File: src/rtl/vc_fifo_bank_pkg.sv
// Shared types and helpers for the virtual-channel FIFO bank.
// Holds the per-channel operation decode, so every channel resolves read/write collisions the same way.
package vc_fifo_bank_pkg;

    localparam int DEF_BW     = 6;
    localparam int DEF_DEPTH  = 16;
    localparam int DEF_NUM_VC = 2;

    typedef struct packed {
        logic wr_ok;
        logic rd_ok;
        logic err;
    } ch_op_t;

    // A write to a full channel still proceeds when a read frees the head slot in the same cycle.
    // A read of an empty channel is an underflow, even when a write lands in that cycle (there is no bypass).
    function automatic ch_op_t decode_op(input logic wr, input logic rd,
                                         input logic full, input logic empty);
        ch_op_t op;
        op.wr_ok = wr & (~full | rd);
        op.rd_ok = rd & ~empty;
        op.err   = (wr & full & ~rd) | (rd & empty);
        return op;
    endfunction

    function automatic int vc_width(input int n);
        return (n > 1) ? $clog2(n) : 1;
    endfunction

endpackage

File: src/rtl/vc_fifo_bank_ch.sv
// One virtual-channel FIFO: storage, pointers, count, threshold flags, sticky error and registered read port.
module vc_fifo_bank_ch
    import vc_fifo_bank_pkg::*;
#(
    parameter int BW    = DEF_BW,
    parameter int DEPTH = DEF_DEPTH,
    parameter int CNT_W = $clog2(DEF_DEPTH + 1)
) (
    input  logic             clk,
    input  logic             reset_L,
    input  logic             wr,
    input  logic [BW-1:0]    wdata,
    input  logic             rd,
    input  logic [CNT_W-1:0] bajo,
    input  logic [CNT_W-1:0] alto,
    input  logic             err_clr,
    output logic [BW-1:0]    data_out,
    output logic             valid_out,
    output logic [CNT_W-1:0] occupancy,
    output logic             full,
    output logic             empty,
    output logic             almost_full,
    output logic             almost_empty,
    output logic             error_out
);

    localparam int PTR_W = $clog2(DEPTH);

    logic [BW-1:0]    mem_r [DEPTH];
    logic [PTR_W-1:0] wptr_r;
    logic [PTR_W-1:0] rptr_r;
    logic [CNT_W-1:0] cnt_r;
    logic [BW-1:0]    dout_r;
    logic             vout_r;
    logic             err_r;
    logic             full_s;
    logic             empty_s;
    ch_op_t           op_s;

    assign full_s  = (cnt_r == CNT_W'(DEPTH));
    assign empty_s = (cnt_r == {CNT_W{1'b0}});

    // Resolve this cycle's read/write request against the current fill level.
    always_comb begin
        op_s = decode_op(wr, rd, full_s, empty_s);
    end

    // Storage array; its contents become meaningless after reset because the pointers are cleared.
    always_ff @(posedge clk) begin
        if (op_s.wr_ok) begin
            mem_r[wptr_r] <= wdata;
        end
    end

    // Pointers, count, read register and sticky error (a set in the same cycle as a clear wins).
    always_ff @(posedge clk or negedge reset_L) begin
        if (!reset_L) begin
            wptr_r <= {PTR_W{1'b0}};
            rptr_r <= {PTR_W{1'b0}};
            cnt_r  <= {CNT_W{1'b0}};
            dout_r <= {BW{1'b0}};
            vout_r <= 1'b0;
            err_r  <= 1'b0;
        end else begin
            cnt_r  <= cnt_r + CNT_W'(op_s.wr_ok) - CNT_W'(op_s.rd_ok);
            vout_r <= op_s.rd_ok;
            if (op_s.wr_ok) begin
                wptr_r <= wptr_r + PTR_W'(1);
            end
            if (op_s.rd_ok) begin
                dout_r <= mem_r[rptr_r];
                rptr_r <= rptr_r + PTR_W'(1);
            end
            if (op_s.err) begin
                err_r <= 1'b1;
            end else if (err_clr) begin
                err_r <= 1'b0;
            end
        end
    end

    assign data_out     = dout_r;
    assign valid_out    = vout_r;
    assign occupancy    = cnt_r;
    assign full         = full_s;
    assign empty        = empty_s;
    assign almost_full  = (cnt_r >= alto);
    assign almost_empty = (cnt_r <= bajo);
    assign error_out    = err_r;

endmodule

File: src/rtl/vc_fifo_bank.sv
// Bank of NUM_VC independent FIFOs sharing one write port steered by vc_sel_in.
// Each channel has its own read strobe, flags, thresholds and sticky error.
module vc_fifo_bank
    import vc_fifo_bank_pkg::*;
#(
    parameter int BW     = DEF_BW,
    parameter int DEPTH  = DEF_DEPTH,
    parameter int NUM_VC = DEF_NUM_VC,
    parameter int VC_W   = vc_width(NUM_VC),
    parameter int CNT_W  = $clog2(DEPTH + 1)
) (
    input  logic                    clk,
    input  logic                    reset_L,
    input  logic                    valid_in,
    input  logic [VC_W-1:0]         vc_sel_in,
    input  logic [BW-1:0]           data_in,
    input  logic [NUM_VC-1:0]       vc_rd,
    input  logic [NUM_VC*CNT_W-1:0] umbral_bajo,
    input  logic [NUM_VC*CNT_W-1:0] umbral_alto,
    input  logic [NUM_VC-1:0]       err_clr,
    output logic [NUM_VC*BW-1:0]    data_out,
    output logic [NUM_VC-1:0]       valid_out,
    output logic [NUM_VC*CNT_W-1:0] occupancy,
    output logic [NUM_VC-1:0]       full,
    output logic [NUM_VC-1:0]       empty,
    output logic [NUM_VC-1:0]       almost_full,
    output logic [NUM_VC-1:0]       almost_empty,
    output logic [NUM_VC-1:0]       error_out
);

    logic [NUM_VC-1:0] wr_vec_s;

    // One-hot write steering; a selector beyond the last channel matches nothing and is silently dropped.
    always_comb begin
        wr_vec_s = {NUM_VC{1'b0}};
        for (int i = 0; i < NUM_VC; i++) begin
            wr_vec_s[i] = valid_in && (int'(vc_sel_in) == i);
        end
    end

    for (genvar g = 0; g < NUM_VC; g++) begin : g_ch
        vc_fifo_bank_ch #(
            .BW    (BW),
            .DEPTH (DEPTH),
            .CNT_W (CNT_W)
        ) u_ch (
            .clk          (clk),
            .reset_L      (reset_L),
            .wr           (wr_vec_s[g]),
            .wdata        (data_in),
            .rd           (vc_rd[g]),
            .bajo         (umbral_bajo[g*CNT_W +: CNT_W]),
            .alto         (umbral_alto[g*CNT_W +: CNT_W]),
            .err_clr      (err_clr[g]),
            .data_out     (data_out[g*BW +: BW]),
            .valid_out    (valid_out[g]),
            .occupancy    (occupancy[g*CNT_W +: CNT_W]),
            .full         (full[g]),
            .empty        (empty[g]),
            .almost_full  (almost_full[g]),
            .almost_empty (almost_empty[g]),
            .error_out    (error_out[g])
        );
    end

endmodule

File: config.mk
export PLATFORM = sky130hd
export DESIGN_NAME = vc_fifo_bank
export DESIGN_NICKNAME = d
export VERILOG_FILES = /design/src/rtl/vc_fifo_bank_pkg.sv /design/src/rtl/vc_fifo_bank_ch.sv /design/src/rtl/vc_fifo_bank.sv
export SDC_FILE = /design/constraint.sdc
export NUM_CORES = 1
export LEC_CHECK = 0
export ABC_AREA = 0
export BUFFER_PORTS_ARGS = -buffer_cell sky130_fd_sc_hd__buf_2
export CAP_MARGIN = 20
export CORE_MARGIN = 10
export CORE_UTILIZATION = 60
export DETAILED_ROUTE_END_ITERATION = 8
export MAX_ROUTING_LAYER = met4
export PLACE_DENSITY = 0.78
export SYNTH_ARGS = -nofsm -noshare
export SYNTH_HDL_FRONTEND = slang
export SYNTH_HIERARCHICAL = 1
export SYNTH_SLANG_ARGS = --single-unit
File: constraint.sdc
create_clock -name clk -period 6.6 [get_ports clk]
set_input_delay 1.32 -clock clk [delete_from_list [all_inputs] [get_ports clk]]
set_output_delay 1.32 -clock clk [all_outputs]
set_load 0.02 [all_outputs]
; ---- After elaboration in Yosys (flattened, before gate mapping)
; Memory sizes are Yosys's and may differ from the RTL's. A register that Yosys moved wholly into a read port is not among the register bits.
; Cells that the tools add are included.
[word_totals]
reg_bits = 30
wordCells = 63
ramBits = 192
memories = 2
[classes]
n_bitwise = 21
reduce_logical = 8
n_eq_ne = 2
order_cmp = 4
mux = 8
addsub = 8
[mem_list]
columns = memory, words, word_bits, rd, rd_ports_with_merged_regs, write_ports, line_no
row1 = g_ch[0].u_ch.mem_r, 16, 6, 1, 1, 1, vc_fifo_bank_ch.sv:29  ; logic [BW-1:0] mem_r [DEPTH];
row2 = g_ch[1].u_ch.mem_r, 16, 6, 1, 1, 1, vc_fifo_bank_ch.sv:29
[op_table]
columns = op, n
row1 = $add A4 B1 Y4 const B, 4
row2 = $add A5 B1 Y5, 2
row3 = $and A1 B1 Y1, 10
row4 = $eq A5 B5 Y1 const B, 2
row5 = $ge A5 B5 Y1, 2
row6 = $le A5 B5 Y1, 2
row7 = $logic_not A5 Y1, 2
row8 = $sub A5 B1 Y5, 2
row9 = $mux W1, 8
row10 = $not A1 Y1, 7
row11 = $or A1 B1 Y1, 4
row12 = $reduce_bool A2 Y1, 2
row13 = $logic_and A1 B1 Y1, 2
row14 = $logic_not A1 Y1, 2

; ---- Logic depth before layout (Yosys ltp)
; Gate-level depths: netlist (run 1).
[logic_depth]
ltp_word = 6
mapped_depth = 16
mapped_depth_nobuf = 15

; ---- Modules after synthesis
; The synthesis (run 1) kept the hierarchy.
[by_module_without_submodules]
columns = module, area_each_um2, instances, seq_area_each_um2, cells_each
row1 = vc_fifo_bank_ch (g_ch[0].u_ch), 4981.0, 1, 3408.3, 305
row2 = vc_fifo_bank_ch (g_ch[1].u_ch), 4977.3, 1, 3408.3, 305
row3 = vc_fifo_bank, 16.3, 1, 0.0, 2

; ---- Least setup slack after synthesis (run 1)
; OpenSTA, ideal clock, no wires.
[synth_timing]
path_kind = input-to-output
from = in umbral_bajo[1]
to = out almost_empty[0]
t_required_ns = 5.280
path_slack_ns = 2.724
t_arrival_ns = 2.556
path_buffers = 0
stages = 7
cell_sequence = inv_1 ha_1 nor2b_1 o21a_1 o21a_1 o21a_1 o22ai_1
[synth_between]
elab_chain_cells = 1
[synth_rtl]
columns = item, line_no
row1 = start: declaration, vc_fifo_bank.sv:18  ; input logic [NUM_VC*CNT_W-1:0] umbral_bajo,
row2 = $le A5 B5 Y1, vc_fifo_bank_ch.sv:88  ; assign almost_empty = (cnt_r <= bajo);
row3 = end: declaration, vc_fifo_bank.sv:27  ; output logic [NUM_VC-1:0] almost_empty,
; No other way between the ends.

; ---- Worst setup path after layout (run 1)
; Ends and elaborated chain as after synthesis.

==> impl_metrics.json, run 1 <==
{
  "post_cts_resized": 0,
  "worstPathRequired_ns": 5.28,
  "max_freq_mhz": 253,
  "drv_slew": 0,
  "crit_path_start": "umbral_bajo[1]",
  "synth_nets": 690,
  "finalClockSkew_ns": 0.00880,
  "gp_congestion": 0.793,
  "drt_iter0_drc": 548,
  "clock-sinks": 234,
  "seqCellArea_sq_mm": 0.00682,
  "hold_start": "g_ch[0].u_ch/error_out$_DFFE_PN0P_",
  "start_util_pct": 60.6,
  "fillers": 1101,
  "diodes": 0,
  "power.total_uw": 4720,
  "vias": 5438,
  "crit_type": "in -> out",
  "timing.hold.ws_ns": 0.536,
  "p_leak_uw": 0.00414,
  "final_util_pct": 67.6,
  "cp_max_fo": 2,
  "worstSetupStartpointType": "input port",
  "holdBufCountCts": 0,
  "grt_antenna_before_repair": 0,
  "grt_overflow": 0,
  "setup_violations": 0,
  "grt.total_usage_pct": 18.6,
  "htree_num_levels": 1,
  "wl_mm": 20.0,
  "power_density_mw_per_mm2": 425,
  "drc": 0,
  "tightest_slew_ns": 1.03,
  "status": "complete, no violations",
  "rsz0062_at_grt": "no",
  "dieHeight_um": 149,
  "grt_first_pass_wirelength_mm": 31.2,
  "io_pins": 68,
  "portBuffers": 67,
  "core-area_sq_mm": 0.0165,
  "clk_pin_slew_ns": 0.06,
  "hp-class": "reg -> reg",
  "rows": 47,
  "fin_nets": 755,
  "min_period_ns": 3.95,
  "crit_path_end_kind": "output port",
  "ant_nets": 0,
  "syn_area_sq_mm": 0.00997,
  "grt_pass1_vias": 5609,
  "dr.pass1.iters": 5,
  "syn_area_per_cell_sq_um": 16.3,
  "root_buffer": "clkbuf_16",
  "fin_crit_sh_pct": 59.9,
  "yosysWarnings": 6,
  "ys_seq_area_share_pct": 68.3,
  "vias_per_cell": 5.96,
  "syn_inst": 612,
  "synth.distinct_cells": 37,
  "die-area_sq_mm": 0.0222,
  "die_x_um": 149,
  "relSlewSlack_pct": 30.9,
  "dp_hpwl_mm": 12.4,
  "cp_data_arrival_time_ns": 2.63,
  "cts_tree": "built",
  "cts_buffers": 22,
  "r2r_start": "g_ch[1].u_ch/occupancy[3]$_DFF_PN0_",
  "multi_input_area_sq_mm": 0.00282,
  "clockBufferDepth": 3,
  "area_delta_synth_final_pct": 11.5,
  "final-hold-violation-count": 0,
  "clk_latency_ns": 0.50,
  "grt_max_degree": 43,
  "vdd_drop_max_uv": 199,
  "drive_above_1_share_pct": 19.1,
  "drv_cap": 0,
  "final.setup.tns_ns": 0,
  "post_cts_buffers": 0,
  "wire_per_inst_um": 21.9,
  "synth_seq_cells": 234
}
registers in the layout (all words and copies together) (netlist names):
name,flops
g_ch.u_ch/wptr_r,8
g_ch.u_ch/occupancy,10
g_ch.u_ch/data_out,12
g_ch.u_ch/valid_out,2
g_ch.u_ch/error_out,2
g_ch.u_ch/mem_r,192
g_ch.u_ch/rptr_r,8
path summary, 6_finish.rpt:
path | to | slack, ns | cells past startpoint
min reg2reg | g_ch[0].u_ch/error_out$_DFFE_PN0P_ | 0.54 | 2
min in group asynchronous | g_ch[1].u_ch/data_out[3]$_DFFE_PN0P_ | 0.99 | 1
max in group asynchronous | g_ch[0].u_ch/rptr_r[0]$_DFFE_PN0P_ | 4.92 | 1
max reg2reg | g_ch[1].u_ch/occupancy[4]$_DFF_PN0_ | 3.54 | 14
max | almost_empty[0] | 2.65 | 9
min | g_ch[0].u_ch/error_out$_DFFE_PN0P_ | 0.54 | 2
cell usage after synthesis, drive strengths merged:
cell    count  area (sq um)
nand2      16          60.1
buf        23           155
nor2b       6          37.5
a21o        2          15.0
fa          2          40.0
xor2        4          35.0
o21a        8          60.1
dfrtp      42          1050
a22oi      12          90.1
clkbuf      5          18.8
nor2       50           188
mux2i      24           240
ha         42           526
and2        1          7.51
a21oi      10          50.1
mux2        2          22.5
a31oi      24           150
nor3b       2          15.0
edfxtp    192          5770
nand2b      6          37.5
xnor2      16           140
or3b        2          17.5
and2b       1          8.76
o21ai       4          20.0
o31a        2          17.5
nand3       4          20.0
mux4       36           841
nor3        8          40.0
nand4       4          25.0
inv        44           165
nand3b      2          15.0
o22ai      16           100
power breakdown:
group	total (uW)	switching (uW)	internal, uW
Clock	1220	506	711
Combinational	1450	798	656
Sequential	2050	261	1790
Total	4720	1560	3160
critical path, cell delays in order:
cell and delay, ns:
buf_2 0.08, inv_1 0.03, ha_1 0.28, nor2b_1 0.14, o21a_1 0.17, o21a_1 0.16
o21a_1 0.16, o22ai_1 0.11, buf_2 0.19
per-stage QoR:
stage          cell area, sq um  std cells  worst slack (ns)
6_report                  11100        912              2.65
3_5_place_dp              10400        873              2.64
2_1_floorplan              9970        612              2.72
3_3_place_gp              10400        873              2.70
4_1_cts                   11100        912              2.63
5_1_grt                   11100        912              2.53
logic make-up (layout without fill, tap and decap cells):
family | count (synthesis) | after routing | share of synthesized area, %
AO/OA/AOI/OAI | 78 | 78 | 5.04
XOR/XNOR | 20 | 20 | 1.76
adder cells (fa/ha/maj) | 44 | 44 | 5.67
buffers and inverters | 72 | 152 | 3.40
flip-flops | 234 | 234 | 68.3
multiplexers | 62 | 62 | 11.1
AND/OR/NAND/NOR | 102 | 102 | 4.73
area by class of cell:
class                      count  share of cell area, %
clock buffer                  26                   5.28
clock inverter                13                  0.990
inverter                      44                   1.48
multi-input combinational    306                   25.3
sequential                   234                   61.3
tap                          220                   2.47
timing repair buffer          69                   3.15
placed cells by master, fill, tap and decap left out, drive strengths merged, types with 24 or more instances in the layout:
cell type | netlist | layout
edfxtp | 192 | 192
buf | 23 | 69
nor2 | 50 | 50
inv | 44 | 45
ha | 42 | 42
dfrtp | 42 | 42
mux4 | 36 | 36
clkbuf | 5 | 26
mux2i | 24 | 24
a31oi | 24 | 24
per-layer routing:
metal	part of all wire, %	global-route usage (%)	vias up
li1	-	-	2459
met1	39	22.9	2749
met2	51	30.9	206
met3	8.1	3.88	24
met4	1.6	4.96	0
met5	0	-	-
Power figures use the tool's default switching activity.
==> inputs of run 2 (changes only) <==
Clock period 6.6 ns to 4.13 ns, I/O delays scaled along.
==> run 2 against run 1 <==
Worst setup slack got worse by 1.6 ns. Die area stayed put. Global-route usage shrank 0.26 points. Register-to-register slack worse by 2.3 ns. Via count is 0.31% higher. Non-clock buffer count up 5. Highest routed layer unchanged. Clock power grew 75%. Clock-buffer cell count rose by 6. First-iteration DRC count is 16% lower. Sequential share of layout area shrank 0.71 points.
==> impl_metrics.json, run 2 (synthesized netlist as in run 1, its figures left out) <==
{
  "rsz0062_at_grt": "no",
  "dp_hpwl_mm": 12.9,
  "vias": 5455,
  "layout.cells.non_filler": 920,
  "clockBufferDepth": 3,
  "tightest_slew_ns": 1.04,
  "status": "complete, no violations",
  "fin_crit_sh_pct": 74.4,
  "grt.total_usage_pct": 18.4,
  "start_util_pct": 60.6,
  "vdd_drop_max_uv": 397,
  "p_leak_uw": 0.00420,
  "cts_buffers": 23,
  "clock-sinks": 234,
  "wire_per_inst_um": 21.5,
  "area_delta_synth_final_pct": 12.8,
  "final-hold-violation-count": 0,
  "relSlewSlack_pct": 30.2,
  "power_density_mw_per_mm2": 690,
  "slowest_delay_ns": 0.46,
  "worstSetupStartpointType": "register",
  "clk_pin_slew_ns": 0.06,
  "crit_type": "reg -> out",
  "min_period_ns": 3.07,
  "rows": 47,
  "cpMostUsedCell": "o21a_1",
  "grt_first_pass_wirelength_mm": 31.1,
  "cts_tree": "built",
  "drc": 0,
  "vias_per_cell": 5.93,
  "hp-class": "in -> async",
  "io_pins": 68,
  "registers.top_by_ff_count": "g_ch.u_ch/mem_r",
  "clk_latency_ns": 0.51,
  "final_common_cell": "edfxtp_1",
  "grt_antenna_before_repair": 0,
  "max_freq_mhz": 326,
  "grt_max_degree": 33,
  "diodes": 0,
  "setup_violations": 0,
  "dr.pass1.iters": 5,
  "root_buffer": "clkbuf_16",
  "post_cts_buffers": 0,
  "gp_congestion": 0.823,
  "cp_data_arrival_time_ns": 2.25,
  "post_cts_resized": 0,
  "final_cell_mix": "edfxtp_1 (192), buf_2 (67), nor2_1 (50), inv_1 (44), ha_1 (42)",
  "drt_iter0_drc": 460,
  "worstPathRequired_ns": 3.30,
  "grt_overflow": 0,
  "die_x_um": 149,
  "finalClockSkew_ns": 0.00855,
  "final.setup.tns_ns": 0,
  "cp_max_fo": 6,
  "dieHeight_um": 149,
  "timing.hold.ws_ns": 0.212,
  "core-area_sq_mm": 0.0165,
  "holdBufCountCts": 0,
  "dp_cells": 877,
  "crit_path_cell_trace": "ha_1, nor2b_1, o21a_1, o21a_1, o21a_1, o22ai_1, buf_2",
  "drv_cap": 0,
  "slowest_stage": "dfrtp_1",
  "wl_mm": 19.8,
  "grt_pass1_vias": 5683,
  "die-area_sq_mm": 0.0222,
  "fin_nets": 761,
  "drive_above_1_share_pct": 19.9,
  "htree_num_levels": 1,
  "ant_nets": 0,
  "crit_path_end_kind": "output port",
  "drv_slew": 0,
  "largest_register_ffs": 192,
  "portBuffers": 67
}
run 2: path summary, 6_finish.rpt:
check                                                    startpoint                              endpoint  slack, ns  cells past startpoint
min in group clk                                         err_clr[0]    g_ch[0].u_ch/error_out$_DFFE_PN0P_       0.53                      2
worst min-delay path                                        reset_L  g_ch[1].u_ch/data_out[3]$_DFFE_PN0P_       0.21                      1
max in group asynchronous                                   reset_L    g_ch[0].u_ch/rptr_r[0]$_DFFE_PN0P_       3.17                      2
worst max-delay path            g_ch[0].u_ch/occupancy[1]$_DFF_PN0_                       almost_empty[0]       1.06                      7
worst max register to register  g_ch[0].u_ch/occupancy[2]$_DFF_PN0_   g_ch[0].u_ch/occupancy[4]$_DFF_PN0_       1.24                     15
worst min register to register   g_ch[0].u_ch/error_out$_DFFE_PN0P_    g_ch[0].u_ch/error_out$_DFFE_PN0P_       0.54                      2
run 2: report_power, final:
group	internal (uW)	switching, uW
sequential	2860	469
combinational	1080	1220
clock	1300	830
total	5240	2520
run 2: final cells by class:
type                    count  area [sq um]
multi-input cells         306          2820
clock buffers              32           619
clock inverters            10           150
repair buffers             74           408
fillers                  1073          5210
flip-flops and latches    234          6820
inverters                  44           165
well taps                 220           275
run 2: worst max-delay path: cells and delay by family, from the launching register on:
family	cells	cell delay, ns
compound gates	4	0.61
fa+ha+maj	1	0.33
buf+inv	1	0.20
flops	1	0.46
simple gates	1	0.13
run 2: per-layer routing:
| layer | up-vias | global-route usage, % | wire [um] |
|---|---|---|---|
| met5 | - | - | 0 |
| met4 | 0 | 6.67 | 524 |
| met1 | 2706 | 22.5 | 7990 |
| met3 | 43 | 3.82 | 1570 |
| li1 | 2473 | - | - |
| met2 | 233 | 29.8 | 9690 |
run 2: metrics by stage:
step	instance area [sq um]	worst slack, ns	util, %	power [uW]
finish	11300	1.06	68.4	7760
global route	11300	0.925	68.4	8190
CTS	11200	1.03	68.2	7780
detailed placement	10500	1.04	63.5	5630
global placement	10500	1.17	63.5	5510
floorplan	9970	1.24	-	5010
